--- config.mk ---
export PLATFORM = sky130hd
export DESIGN_NAME = lcd16x2_monitor
export DESIGN_NICKNAME = d
export VERILOG_FILES = /design/src/rtl/lcd16x2_monitor.sv
export SDC_FILE = /design/constraint.sdc
export NUM_CORES = 1
export LEC_CHECK = 0
export CORE_UTILIZATION = 47
export CTS_CLUSTER_DIAMETER = 30
export DETAILED_ROUTE_END_ITERATION = 12
export SETUP_SLACK_MARGIN = 0.1
export SKIP_CTS_REPAIR_TIMING = 1
export SLEW_MARGIN = 0
export SYNTH_ARGS = -nofsm -noshare
export SYNTH_HDL_FRONTEND = slang
export SYNTH_SLANG_ARGS = --single-unit
--- constraint.sdc ---
create_clock -name clk_i -period 6.06 [get_ports clk_i]
set_clock_uncertainty 0.15 [all_clocks]
set_input_delay 1.212 -clock clk_i [delete_from_list [all_inputs] [get_ports clk_i]]
set_output_delay 1.212 -clock clk_i [all_outputs]
set_load 0.01 [all_outputs]
--- src/rtl/lcd16x2_monitor.sv ---
// lcd16x2_monitor
//   Passive HD44780-style receiver for the 16x2 LCD pins. It keeps a 32-byte
//   shadow of the display (index 0-15 = line 1, 16-31 = line 2), decodes the
//   command subset issued by our LCD controller, and tracks the cursor.
//
// Ports
//   clk_i       : single clock, rising edge
//   rst_i       : asynchronous active-high reset; an auto-clear follows release
//   lcd_rs_i    : register select (0 = command, 1 = data)
//   lcd_e_i     : enable strobe; a transaction is taken on its falling edge
//   lcd_data_i  : bus byte
//   rd_addr_i   : shadow read index
//   rd_data_o   : shadow byte at rd_addr_i, one cycle later
//   cursor_o    : current write index
//   wr_stb_o    : one-cycle pulse per accepted data write
//   cmd_stb_o   : one-cycle pulse per accepted command
//   cmd_o       : last accepted command byte
//   busy_o      : high while the shadow is being cleared
//   err_o       : sticky error (bad DDRAM address or transaction while busy)
module lcd16x2_monitor #(
    parameter int SYNC_STAGES = 2
) (
    input  logic       clk_i,
    input  logic       rst_i,
    input  logic       lcd_rs_i,
    input  logic       lcd_e_i,
    input  logic [7:0] lcd_data_i,
    input  logic [4:0] rd_addr_i,
    output logic [7:0] rd_data_o,
    output logic [4:0] cursor_o,
    output logic       wr_stb_o,
    output logic       cmd_stb_o,
    output logic [7:0] cmd_o,
    output logic       busy_o,
    output logic       err_o
);

    typedef enum logic {
        ST_RUN   = 1'b0,
        ST_CLEAR = 1'b1
    } state_t;

    // Synchronizer chain; each stage carries {E, RS, data} so the three
    // stay aligned and the transaction fields match the detected fall.
    for (genvar gi = 0; gi < SYNC_STAGES; gi++) begin : g_sync
        logic [9:0] stage_reg;
        if (gi == 0) begin : g_first
            always_ff @(posedge clk_i or posedge rst_i) begin
                if (rst_i) stage_reg <= '0;
                else       stage_reg <= {lcd_e_i, lcd_rs_i, lcd_data_i};
            end
        end else begin : g_rest
            always_ff @(posedge clk_i or posedge rst_i) begin
                if (rst_i) stage_reg <= '0;
                else       stage_reg <= g_sync[gi-1].stage_reg;
            end
        end
    end

    logic [9:0] sync_last;
    logic       e_sync;
    logic       rs_sync;
    logic [7:0] data_sync;
    logic       e_dly_reg;
    logic       fall;

    assign sync_last = g_sync[SYNC_STAGES-1].stage_reg;
    assign e_sync    = sync_last[9];
    assign rs_sync   = sync_last[8];
    assign data_sync = sync_last[7:0];
    assign fall      = ~e_sync & e_dly_reg;

    state_t     state_reg, state_next;
    logic [4:0] clr_idx_reg, clr_idx_next;
    logic [4:0] cursor_reg, cursor_next;
    logic       inc_reg, inc_next;
    logic       wr_stb_reg, wr_stb_next;
    logic       cmd_stb_reg, cmd_stb_next;
    logic [7:0] cmd_reg, cmd_next;
    logic       err_reg, err_next;

    logic       mem_we;
    logic [4:0] mem_waddr;
    logic [7:0] mem_wdata;
    logic [7:0] shadow_mem [32];
    logic [7:0] rd_data_reg;

    always_ff @(posedge clk_i or posedge rst_i) begin
        if (rst_i) begin
            e_dly_reg   <= 1'b0;
            state_reg   <= ST_CLEAR;   // reset itself launches the auto-clear
            clr_idx_reg <= 5'd0;
            cursor_reg  <= 5'd0;
            inc_reg     <= 1'b1;
            wr_stb_reg  <= 1'b0;
            cmd_stb_reg <= 1'b0;
            cmd_reg     <= 8'h00;
            err_reg     <= 1'b0;
        end else begin
            e_dly_reg   <= e_sync;
            state_reg   <= state_next;
            clr_idx_reg <= clr_idx_next;
            cursor_reg  <= cursor_next;
            inc_reg     <= inc_next;
            wr_stb_reg  <= wr_stb_next;
            cmd_stb_reg <= cmd_stb_next;
            cmd_reg     <= cmd_next;
            err_reg     <= err_next;
        end
    end

    always_comb begin
        state_next   = state_reg;
        clr_idx_next = clr_idx_reg;
        cursor_next  = cursor_reg;
        inc_next     = inc_reg;
        wr_stb_next  = 1'b0;
        cmd_stb_next = 1'b0;
        cmd_next     = cmd_reg;
        err_next     = err_reg;
        mem_we       = 1'b0;
        mem_waddr    = cursor_reg;
        mem_wdata    = data_sync;

        case (state_reg)
            ST_CLEAR: begin
                // One blank per cycle, ascending; anything on the bus is dropped.
                mem_we       = 1'b1;
                mem_waddr    = clr_idx_reg;
                mem_wdata    = 8'h20;
                clr_idx_next = clr_idx_reg + 5'd1;
                if (clr_idx_reg == 5'd31) state_next = ST_RUN;
                if (fall) err_next = 1'b1;
            end
            default: begin
                if (fall) begin
                    if (rs_sync) begin
                        mem_we      = 1'b1;
                        wr_stb_next = 1'b1;
                        cursor_next = inc_reg ? cursor_reg + 5'd1 : cursor_reg - 5'd1;
                    end else if (data_sync[7]) begin
                        // Only the first 16 columns of each line are mapped.
                        if (data_sync[6:4] == 3'b000 || data_sync[6:4] == 3'b100) begin
                            cursor_next  = {data_sync[6], data_sync[3:0]};
                            cmd_stb_next = 1'b1;
                            cmd_next     = data_sync;
                        end else begin
                            err_next = 1'b1;
                        end
                    end else begin
                        cmd_stb_next = 1'b1;
                        cmd_next     = data_sync;
                        if (data_sync[6:3] != 4'd0) begin
                            // display control / shift / function set / CGRAM: no effect
                        end else if (data_sync[2]) begin
                            inc_next = data_sync[1];
                        end else if (data_sync[1]) begin
                            cursor_next = 5'd0;
                        end else if (data_sync[0]) begin
                            cursor_next  = 5'd0;
                            inc_next     = 1'b1;
                            state_next   = ST_CLEAR;
                            clr_idx_next = 5'd0;
                        end
                    end
                end
            end
        endcase
    end

    // Shadow RAM: write port carries no reset so it maps onto block RAM.
    always_ff @(posedge clk_i) begin
        if (mem_we) shadow_mem[mem_waddr] <= mem_wdata;
    end

    // Registered read; a same-cycle write to the same index returns old data.
    always_ff @(posedge clk_i or posedge rst_i) begin
        if (rst_i) rd_data_reg <= 8'h00;
        else       rd_data_reg <= shadow_mem[rd_addr_i];
    end

    assign rd_data_o = rd_data_reg;
    assign cursor_o  = cursor_reg;
    assign wr_stb_o  = wr_stb_reg;
    assign cmd_stb_o = cmd_stb_reg;
    assign cmd_o     = cmd_reg;
    assign busy_o    = (state_reg == ST_CLEAR);
    assign err_o     = err_reg;

endmodule

# Word-level counts from Yosys, hierarchy flattened
# Memory sizes are Yosys's and may differ from the RTL's. A register that Yosys moved wholly into a read port is not among the register bits.
# Index checks and enable logic that the tools add are counted.
# word_totals
regBits,44
latchBits,0
ramBits,256
romBits,0
output_inout_bits,25
word_cells,95
mem_count,1
# mem_list
name,words,width,rd,rd_ports_with_merged_regs,write_ports,line_no,text
shadow_mem,32,8,1,1,1,85,logic [7:0] shadow_mem [32];
# op_classes
n_addsub,3
n_mul,0
n_div,0
n_lt_le_gt_ge,0
n_eq_ne,13
n_shift,0
n_mux,48
n_bitwise,6
reduce_logical,13
# op_table
operator,count
two-way mux 5 bit,16
two-way mux 1 bit,29
two-way mux 8 bit,3
AND reduction 7 bit,2
inequality test 2 x 1 -> 1 bit (second input constant),6
adder 5 x 1 -> 5 bit (second input constant),2
AND reduction 4 bit,2
nonzero test 2 bit,4
nonzero test 4 bit,2
inequality test 3 x 1 -> 1 bit (second input constant),2
AND reduction 6 bit,1
equality test 5 bit (second input constant),1
NOT 1 bit,5
subtractor 5 x 1 -> 5 bit (second input constant),1
inequality test 2 bit (second input constant),2
equality test 3 bit (second input constant),1
logical NOT 3 bit,1
inequality test 3 bit (second input constant),1
bitwise AND 1 bit,1
logical OR 1 bit,1

# Longest topological paths before layout
# logic_depth
depth_word,8
depth_mapped,7

# Worst setup path after synthesis
# OpenSTA, ideal clock, no wires.
# synth_timing
kind,input port to flip-flop
startpoint,in rd_addr_i[1]
endpoint,"reg rd_data_reg[6], in the netlist rd_data_o[6] (read register of shadow_mem)"
arrival_ps,2646
required_time_ps,5785
path_slack_ps,3139
cell_stages,5
n_path_buf,2
path_cell_list,clkbuf_1 > buf_2 > mux4_2 > o22ai_1 > nor4_1
# synth_lines
item,line_no,text
from (decl),28,"input logic [4:0] rd_addr_i,"
to (decl),86,logic [7:0] rd_data_reg;

# Worst setup path after layout
# layout_timing
startpoint,"reg state_reg, in the netlist busy_o"
endpoint,out busy_o
# layout_lines
item,line_no,text
from (decl),73,"state_t state_reg, state_next;"
from (signal assigned),101,state_reg <= state_next;
to (decl),34,"output logic busy_o,"
# No word-level cell between the ends.

==> reports/results.ini <==
[yosys]
yosys.area.top_type = edfxtp_1
ys_async_sr_fraction_pct = 16.88
yosysWarnings = 0
synth-main-ff-cell = edfxtp_1
synth_nets = 624
synth_seq_cells = 308
syn_area_mm2 = 0.01178
synth_edf_count = 256
synthDistinctLibCells = 46
synth.top_cell.area_share_pct = 65.26
syn_area_per_cell_um2 = 19.60
synth_cells = 601
synthTopCellsByArea = edfxtp_1 65%, mux4_2 12%, dfrtp_1 11%
yosysSeqAreaShare_pct = 76.33

[clock_network]
htreeDepth = 2
path_clk_slew_ns = 0.05
root_buffer = clkbuf_16
clk_latency_ns = 0.55
tritoncts = yes
numCtsBuffers = 53
cts_buffer_depth = 3
cts_sinks = 308

[worst_hold_path]
hp-class = flop to flop

[route]
drt-total-wl_um = 24910
viasPerCell = 5.760
drt_drc_violations_left = 0
post_drt_wl_per_cell_um = 23.77
drt_first_pass_iters = 5
drtIter0Drc = 577
dr_total_vias = 6037
drtAntennaViolNets = 0

[setup_path]
slowest_stage = dfstp_2
path_delay_family = flip-flops
crit_fanout = 32
crit_type = flop to output port
endpoint_kind = output port
path_cells = clkdlybuf4s50_1
worstPathRequired_ns = 4.70
worstPathArrival_ns = 2.14
worstSetupStartpointType = flop
worst_path_largest_cell_delay_ns = 0.93
critPathBufInv = 1

[die]
io_pins = 42
start_util_pct = 48.15
die_y_um = 160.3
fp.coreArea_mm2 = 0.02446
die_area_mm2 = 0.02570
rows = 57
die_w_um = 160.3

[sta]
setup_violations = 0
relSlewSlack_pct = 20.64
setup_ws_ns = 2.558
slew_viol_final = 0
rsz0062_at_grt = no
fin_tns_setup_ns = 0
clock.fmax_mhz = 285.6
period_share_pct = 57.79
worst_pin_slew_ns = 1.185
final-hold-violation-count = 0
min_period_ns = 3.502

[finish]
nFillCells = 1759
largest_reg_flops = 256
final_nets = 703
syn_to_final_growth_pct = 22.95
regArea_mm2 = 0.008991
final_layout_size_suffix_gt1_share_pct = 26.38
finish.utilization_pct = 59.20
multi_input_area_mm2 = 0.002666
diodes = 0

[grt]
overflow = 0
grt_pass1_wl_um = 38820
grt_use_total_pct = 20.27
grt_pass1_vias = 6356
antenna_found_initial = 0
grt_max_degree = 53

[pwr]
vdd_drop_max_mv = 0.2579
p_total_uw = 5879
power_density_mw_per_mm2 = 405.9
leakage_uw = 0.004858

[placement]
post-place-ws_ns = 2.345
io_buffers = 41
hpwlAfterDp_um = 15340
routabilityCongestion = 0.8135

[flow_run]
max_cap_violations = 0

[outcome]
outcome = finished clean

layer usage:
metal	vias up	GRT usage (%)	part of all wire, %
li1	2617	-	-
met1	3099	28.65	42
met2	271	31.46	48
met3	50	4.494	7.4
met4	0	6.970	2.7
met5	-	0	0
synthesized netlist by cell type, types with 3 or more instances:
cell,count
o32ai_1,4
buf_1,7
mux2i_1,3
inv_1,9
edfxtp_1,256
dfrtp_1,50
clkbuf_1,13
o22ai_1,32
ha_1,5
nand2b_1,5
or2_2,3
buf_2,6
o21ai_0,8
a21oi_1,6
nand2_1,25
nand3b_1,3
nor4_1,8
mux2_2,8
mux4_2,64
nand3_1,4
a221oi_1,3
xnor2_1,3
nor2b_1,9
nor2_1,39
where the power goes:
group | switching, µW | internal [µW]
clock | 990 | 2110
combinational | 206 | 168
sequential | 47.7 | 2360
total | 1240 | 4630
cell type report:
cell class,instances,area share [%]
clock buffers,68,10.19
clock inverters,31,3.041
inverters,9,0.2333
multi-input cells,258,18.41
flip-flops and latches,308,62.08
well taps,324,2.799
repair buffers,50,3.248
cell families (layout without fill, tap and decap cells):
kind of cell	count (synthesis)	count (layout)	synth area share, %
AOI/OAI and AO/OA	62	62	3.495
xor gates and xnor gates	4	4	0.2975
adders and majority gates	6	6	0.7011
DFF	308	308	76.33
muxes	76	76	13.38
buffers and inverters	35	158	1.179
and+or+nand+nor	110	110	4.610
through the flow:
stage / instances / hold WS (ns) / area (µm²)
after detailed placement: 949 / 0.1847 / 12570
after global routing: 1048 / 0.1891 / 14480
after CTS: 1048 / 0.1895 / 14480
after floorplan: 601 / 0.1812 / 11780
after global placement: 949 / 0.1831 / 12570
final: 1048 / 0.1885 / 14480
path summary, 6_finish.rpt:
check / start / end / slack (ns) / cells past startpoint
max in group asynchronous: rst_i / clr_idx_reg[4] / 4.22 / 3
hold reg to reg: g_sync[0].stage_reg[8] / g_sync[1].stage_reg[8] / 0.19 / 0
setup reg to reg: busy_o / shadow_mem[22][1] / 2.94 / 4
min in group asynchronous: rst_i / cmd_o[6] / 1.04 / 3
setup / recovery: busy_o / busy_o / 2.56 / 1
hold / removal: g_sync[0].stage_reg[8] / g_sync[1].stage_reg[8] / 0.19 / 0
placed cells by master, fill, tap and decap left out, types with 4 or more instances in the layout:
master	instances
clkinv_2	6
clkbuf_1	8
bufinv_16	9
clkinv_4	4
nor4_1	8
clkbuf_16	55
inv_1	8
clkdlybuf4s50_1	39
nor2b_2	7
a21oi_1	6
dfrtp_1	50
nand2_1	25
o22ai_1	32
edfxtp_1	256
nand2b_1	5
nand3_1	4
o21ai_0	8
mux2_2	8
mux4_2	64
nor2_1	39
ha_1	5
clkinvlp_4	5
clkbuf_8	5
buf_4	10
o32ai_1	4
No activity file was read; power rests on OpenSTA's default activity.
